$ cat config.mk
export PLATFORM = sky130hd
export DESIGN_NAME = alu_cmd_engine
export DESIGN_NICKNAME = d
export VERILOG_FILES = /design/src/rtl/alu_cmd_engine.sv
export SDC_FILE = /design/constraint.sdc
export NUM_CORES = 2
export LEC_CHECK = 0
export ABC_AREA = 1
export CAP_MARGIN = 20
export CORE_UTILIZATION = 60
export CTS_BUF_LIST = sky130_fd_sc_hd__clkbuf_16
export DETAILED_ROUTE_END_ITERATION = 10
export GPL_TIMING_DRIVEN = 0
export PLACE_DENSITY = 0.77
export SYNTH_ARGS = -nofsm -noshare
export SYNTH_HDL_FRONTEND = slang
export SYNTH_SLANG_ARGS = --single-unit
$ cat constraint.sdc
create_clock -name clk_i -period 8.4 [get_ports clk_i]
set_input_delay 0.84 -clock clk_i [delete_from_list [all_inputs] [get_ports clk_i]]
set_output_delay 0.84 -clock clk_i [all_outputs]
set_load 0.02 [all_outputs]
$ cat src/rtl/alu_cmd_engine.sv
// Purpose : assembles opcode + two LSB-first operands from a byte stream, executes the ALU op, streams status + result back.
// Latency : m_axis_tvalid rises two edges after the last frame byte is accepted; response bytes then issue back to back.
// Backpressure: s_axis_tready is low from EXEC until the last response byte is accepted; TX holds its byte until m_axis_tready.
//
// Ports:
//   clk_i, rst_ni                  single clock, synchronous active-low reset
//   s_axis_tdata/tvalid/tready     request bytes from the UART receiver
//   m_axis_tdata/tvalid/tready     response bytes to the UART transmitter
//   busy_o                         high whenever the engine is not in IDLE
//   timeout_o                      one-cycle pulse when a partial frame is discarded
// Optional feature macro: ALU_CMD_CHECKSUM_EN (frame checksum byte in, response checksum byte out).
module alu_cmd_engine #(
    parameter int OPERAND_BYTES  = 4,
    parameter int TIMEOUT_CYCLES = 1000000
) (
    input  logic       clk_i,
    input  logic       rst_ni,
    input  logic [7:0] s_axis_tdata,
    input  logic       s_axis_tvalid,
    output logic       s_axis_tready,
    output logic [7:0] m_axis_tdata,
    output logic       m_axis_tvalid,
    input  logic       m_axis_tready,
    output logic       busy_o,
    output logic       timeout_o
);

    localparam int W   = 8 * OPERAND_BYTES;
    localparam int CW  = (OPERAND_BYTES > 1) ? $clog2(OPERAND_BYTES) : 1;
    localparam int TXW = $clog2(OPERAND_BYTES + 2);
    localparam int TW  = (TIMEOUT_CYCLES > 1) ? $clog2(TIMEOUT_CYCLES) : 1;

    localparam logic [CW-1:0] BYTE_LAST = CW'(OPERAND_BYTES - 1);
    // Counter value seen on the edge that completes TIMEOUT_CYCLES idle cycles.
    localparam logic [TW-1:0] TO_LAST   = TW'((TIMEOUT_CYCLES > 0) ? TIMEOUT_CYCLES - 1 : 0);
`ifdef ALU_CMD_CHECKSUM_EN
    localparam logic [TXW-1:0] RESP_LAST = TXW'(OPERAND_BYTES + 1);
`else
    localparam logic [TXW-1:0] RESP_LAST = TXW'(OPERAND_BYTES);
`endif

    localparam logic [2:0] ST_IDLE = 3'd0;
    localparam logic [2:0] ST_RX_A = 3'd1;
    localparam logic [2:0] ST_RX_B = 3'd2;
    localparam logic [2:0] ST_CHK  = 3'd3;
    localparam logic [2:0] ST_EXEC = 3'd4;
    localparam logic [2:0] ST_TX   = 3'd5;

    logic [2:0]     state;
    logic [7:0]     opcode_q;
    logic [W-1:0]   a_q;
    logic [W-1:0]   b_q;
    logic [CW-1:0]  byte_cnt;
    logic [W-1:0]   result_q;
    logic           err_q;
    logic [TXW-1:0] tx_idx;
    logic [TW-1:0]  to_cnt;
    logic           timeout_q;
    logic           tvalid_q;
    logic [7:0]     tdata_q;
    logic           chk_bad;
`ifdef ALU_CMD_CHECKSUM_EN
    logic [7:0]     frame_xor_q;
    logic           chk_bad_q;
    logic [7:0]     resp_xor;
`endif

    logic           rx_phase;
    logic           accept;
    logic           to_fire;
    logic [W-1:0]   alu_res;
    logic           op_ok;
    logic [TXW-1:0] sel_idx;
    logic [7:0]     resp_byte;
    logic [TXW-1:0] tx_last;

    assign rx_phase      = (state == ST_RX_A) || (state == ST_RX_B) || (state == ST_CHK);
    assign s_axis_tready = rst_ni && (rx_phase || (state == ST_IDLE));
    assign accept        = s_axis_tvalid && s_axis_tready;
    assign to_fire       = (TIMEOUT_CYCLES != 0) && rx_phase && !accept && (to_cnt == TO_LAST);

    assign m_axis_tvalid = tvalid_q;
    assign m_axis_tdata  = tdata_q;
    assign busy_o        = (state != ST_IDLE);
    assign timeout_o     = timeout_q;

`ifdef ALU_CMD_CHECKSUM_EN
    assign chk_bad = chk_bad_q;
`else
    assign chk_bad = 1'b0;
`endif

    always_comb begin
        alu_res = '0;
        op_ok   = 1'b1;
        case (opcode_q)
            8'h10:   alu_res = a_q + b_q;
            8'h11:   alu_res = a_q - b_q;
            8'h12:   alu_res = a_q & b_q;
            8'h13:   alu_res = a_q | b_q;
            8'h14:   alu_res = a_q ^ b_q;
            8'h15:   alu_res = a_q * b_q;
            default: op_ok   = 1'b0;
        endcase
    end

`ifdef ALU_CMD_CHECKSUM_EN
    // Status is 0x00 on a valid response, so only the result bytes contribute.
    always_comb begin
        resp_xor = 8'h00;
        for (int i = 0; i < OPERAND_BYTES; i++) begin
            resp_xor = resp_xor ^ result_q[8*i +: 8];
        end
    end
`endif

    // While a byte is on the bus the next one is prepared, so the mux looks one ahead.
    assign sel_idx = tvalid_q ? tx_idx + TXW'(1) : tx_idx;
    assign tx_last = err_q ? '0 : RESP_LAST;

    always_comb begin
        resp_byte = 8'h00;
        if (sel_idx == '0) begin
            resp_byte = err_q ? 8'hEE : 8'h00;
        end
        for (int i = 0; i < OPERAND_BYTES; i++) begin
            if (sel_idx == TXW'(i + 1)) begin
                resp_byte = result_q[8*i +: 8];
            end
        end
`ifdef ALU_CMD_CHECKSUM_EN
        if (sel_idx == TXW'(OPERAND_BYTES + 1)) begin
            resp_byte = resp_xor;
        end
`endif
    end

    always_ff @(posedge clk_i) begin
        if (!rst_ni) begin
            state     <= ST_IDLE;
            opcode_q  <= '0;
            a_q       <= '0;
            b_q       <= '0;
            byte_cnt  <= '0;
            result_q  <= '0;
            err_q     <= 1'b0;
            tx_idx    <= '0;
            to_cnt    <= '0;
            timeout_q <= 1'b0;
            tvalid_q  <= 1'b0;
            tdata_q   <= 8'h00;
`ifdef ALU_CMD_CHECKSUM_EN
            frame_xor_q <= 8'h00;
            chk_bad_q   <= 1'b0;
`endif
        end else begin
            timeout_q <= 1'b0;
            if (rx_phase && !accept && !to_fire) begin
                to_cnt <= to_cnt + TW'(1);
            end else begin
                to_cnt <= '0;
            end

            case (state)
                ST_IDLE: begin
                    if (accept) begin
                        opcode_q <= s_axis_tdata;
                        byte_cnt <= '0;
                        state    <= ST_RX_A;
`ifdef ALU_CMD_CHECKSUM_EN
                        frame_xor_q <= s_axis_tdata;
                        chk_bad_q   <= 1'b0;
`endif
                    end
                end
                ST_RX_A, ST_RX_B: begin
                    if (to_fire) begin
                        state     <= ST_IDLE;
                        timeout_q <= 1'b1;
                    end else if (accept) begin
                        // LSB arrives first: shift in at the top, operand is aligned after N bytes.
                        if (state == ST_RX_A) begin
                            a_q <= (a_q >> 8) | (W'(s_axis_tdata) << (W - 8));
                        end else begin
                            b_q <= (b_q >> 8) | (W'(s_axis_tdata) << (W - 8));
                        end
`ifdef ALU_CMD_CHECKSUM_EN
                        frame_xor_q <= frame_xor_q ^ s_axis_tdata;
`endif
                        if (byte_cnt == BYTE_LAST) begin
                            byte_cnt <= '0;
                            if (state == ST_RX_A) begin
                                state <= ST_RX_B;
                            end else begin
`ifdef ALU_CMD_CHECKSUM_EN
                                state <= ST_CHK;
`else
                                state <= ST_EXEC;
`endif
                            end
                        end else begin
                            byte_cnt <= byte_cnt + CW'(1);
                        end
                    end
                end
`ifdef ALU_CMD_CHECKSUM_EN
                ST_CHK: begin
                    if (to_fire) begin
                        state     <= ST_IDLE;
                        timeout_q <= 1'b1;
                    end else if (accept) begin
                        chk_bad_q <= (s_axis_tdata != frame_xor_q);
                        state     <= ST_EXEC;
                    end
                end
`endif
                ST_EXEC: begin
                    result_q <= (op_ok && !chk_bad) ? alu_res : '0;
                    err_q    <= !op_ok || chk_bad;
                    tx_idx   <= '0;
                    state    <= ST_TX;
                end
                ST_TX: begin
                    if (!tvalid_q) begin
                        tvalid_q <= 1'b1;
                        tdata_q  <= resp_byte;
                    end else if (m_axis_tready) begin
                        if (tx_idx == tx_last) begin
                            tvalid_q <= 1'b0;
                            state    <= ST_IDLE;
                        end else begin
                            tx_idx  <= tx_idx + TXW'(1);
                            tdata_q <= resp_byte;
                        end
                    end
                end
                default: state <= ST_IDLE;
            endcase
        end
    end

endmodule
==> results.md <==
* Status: completed
* Vias in the first global route at 24199
* CTS clk-pin slew, worst paths at about 0.080 ns
* Post-synth EDFFs at 0
* Critical path launch point type: register
* Vias per cell at 5.84
* FILL cells at 4042
* GRT Total Usage at 45.8%
* CTS Buf Count at 17
* Crit path DAT at slightly below 9 ns
* PwrDens at 174 nW/µm²
* Gr ovfl total at 0
* Row cnt at 76
* Seq/Total Area, Yosys at a little over a tenth
* Die height at approximately 210 µm
* Mapped Cells at 3698
* Cell Area, Placed at approximately 28000 µm²
* Avg Inst Size Synth at 7.22 µm²
* Type of the most critical hold path: register to register
* Initial antenna violation count at 5
* Crit. End Element: register
* Final Setup Violations at 0
* Asr flop ratio synth at 0%
* Clk_skew at between 0.02 and 0.025 ns
* Routed wire length at 101000 µm
* Bufs on Longest Clock Path at 2
* Rel. slew slack at 13.7%
* # diodes at 0
* I/O Pins at 24
* Die X at roughly 210 µm
* Initial DRC Count at 3285
* Detailed Routing Iterations Pass 1 at 8
* Residual DRC at 0
* First-pass GRT wire length at 149000 µm
* Max Slew Vio Count at 0
* Layout area overhead at 5.91%
* Via count at 25330
* Cts hold-fix bufs at 0
* Synth unique cells at 53
* CORE AREA at between 40000 and 50000 µm²
* Layout cell share with drive strength beyond 1 at 4.53%
* CTS tree: yes
* Worst path required time at 8.76 ns
* DP HPWL at 82500 µm
* Drt wl/cell at 23.3 µm
* Clock sink count at between 100 and 150
* Area of the multi-input gates at between 15000 and 20000 µm²
* Effective utilization at floorplan at 61.5%
* H-tree Lvls at 4
* Peak VDD IR at between 0.1 and 0.15 mV
* Crit path time final at about 8.3 ns
* Final instance area at around 28000 µm²
* Final Util at 65.1%
* Leakage Power at ~16 nW
* Hold Violations, Final at 0
* Fmax at 120 MHz
* Critical-path maximum fanout at 10
* Placer Congestion at 1.06
* Tightest Pin Transition at 1.29 ns
* DRT antenna net count at 0
* # resized after CTS at 14
* Final nets at 4384
* Final Cycle Share at 99.2%
* Main synth FF type: dfxtp_1
* Net Count, Synth at 4342
* Number of I/O port buffers at 23
* Setup Buffers After CTS at 0
* Type of the worst setup path: register to register
* Die area at about 45000 µm²
* Max Cap Viol at 0
* Synthesized area at roughly 27000 µm²
* FF/Latch Area at 2860 µm²
* Worst skew pair latency at 0.45 ns
* Largest net degree at the start of global routing at 17
* Synthesis-stage register bit count at 143
* Root Driver: clkbuf_16
* Ys Warns at 0
final timing paths:
check	start	end	slack (ns)	cells past startpoint
setup reg to reg	b_q[12]	result_q[31]	0.07	26
hold reg to reg	to_cnt[0]	to_cnt[0]	0.45	1
setup / recovery	b_q[12]	result_q[31]	0.07	26
hold / removal	to_cnt[0]	to_cnt[0]	0.45	1
sequential cells by signal, indices dropped and copies added (netlist names):
signal / count
opcode_q: 8
tx_idx: 3
a_q: 32
m_axis_tdata: 8
byte_cnt: 2
state: 3
result_q: 32
m_axis_tvalid: 1
timeout_o: 1
to_cnt: 20
err_q: 1
b_q: 32
kinds of logic (layout without fill, tap and decap cells):
family                   Yosys count  count (layout)  synth area share (%)
AO/OA/AOI/OAI                    509             509                  10.8
XOR/XNOR                          57              57                  1.90
adder cells (fa/ha/maj)          632             632                  41.1
buffers and inverters           1105            1160                  15.8
flip-flops                       143             143                  10.7
AND/OR/NAND/NOR                 1252            1252                  19.7
critical path, cell delays in order (launching register included):
cell and delay, ns:
dfxtp_1 0.48, clkbuf_1 0.64, clkbuf_2 0.45, nand2_1 0.14
fa_1 0.55, inv_1 0.06, fa_1 0.50, fa_1 0.58
inv_1 0.07, fa_1 0.50, fa_1 0.52, fa_1 0.50
inv_1 0.06, fa_1 0.39, inv_1 0.09, fa_1 0.41
inv_1 0.12, ha_1 0.45, a21oi_2 0.51, o2111ai_1 0.18
nor2_1 0.41, inv_1 0.08, nand2_1 0.08, nand3_1 0.06
nand2_1 0.13, nand2_1 0.10, a21oi_2 0.15
power by group:
group / internal, mW / switching, mW
Clock: 0.380 / 0.340
Combinational: 0.926 / 2.40
Sequential: 0.750 / 0.125
through the flow:
step / TNS [ns] / cells / hold slack [ns] / worst slack, ns / total power [mW]
after floorplan: 0 / 3698 / 0.418 / 1.77 / 2.88
after global placement: -0.662 / 4306 / 0.433 / -0.257 / 4.04
after detailed placement: -0.967 / 4306 / 0.447 / -0.322 / 4.02
after CTS: 0 / 4338 / 0.459 / 0.0182 / 4.75
after global routing: -0.00192 / 4338 / 0.476 / -0.00192 / 5.17
final: 0 / 4338 / 0.454 / 0.0685 / 4.92
metal layers:
layer	vias to the layer above	track usage, %	routed length [µm]
met5	-	0	67
met4	10	22.3	5970
met3	324	14.5	14600
met2	1673	64.5	40300
met1	12129	63.4	40000
li1	11194	-	-
cell usage in the layout (no fill, tap or decap), drive strengths merged, types with 7 or more instances in the layout:
| master | instances |
|---|---|
| nand3 | 120 |
| a21o | 8 |
| nor2 | 149 |
| o21bai | 12 |
| ha | 223 |
| dfxtp | 143 |
| fa | 409 |
| xor2 | 40 |
| nor4 | 12 |
| xnor2 | 17 |
| clkinv | 11 |
| buf | 46 |
| a31oi | 8 |
| nand4 | 20 |
| nand2 | 889 |
| nor3b | 7 |
| clkbuf | 138 |
| nor3 | 33 |
| inv | 940 |
| nand3b | 9 |
| o21a | 8 |
| a21oi | 224 |
| a221oi | 32 |
| o211ai | 16 |
| clkdlybuf4s50 | 23 |
| o21ai | 184 |
| or2 | 13 |
area by class of cell:
type	instances	area share, %
multi-input combinational	2450	69.5
inverter	937	12.4
sequential	143	10.1
buffer	168	2.68
tap	585	2.59
clock buffer	17	1.50
timing repair buffer	23	0.814
clock inverter	15	0.389
cells in the mapped netlist, types with 9 or more instances:
library cell,number,area share (%)
a21oi_1,223,4.2
a221oi_1,32,1.0
buf_1,21,0.30
buf_2,28,0.52
clkbuf_1,111,1.6
dfxtp_1,143,11
fa_1,409,31
ha_1,223,10
inv_1,926,13
nand2_1,885,12
nand3_1,112,2.1
nand3b_1,9,0.25
nand4_1,19,0.44
nor2_1,142,2.0
nor3_1,24,0.45
nor4_1,9,0.21
o211ai_1,16,0.45
o21ai_0,175,3.3
o21bai_1,12,0.34
or2_2,13,0.30
xnor2_1,16,0.52
xor2_1,40,1.3
Note: power is estimated with default switching activity, not from simulation.
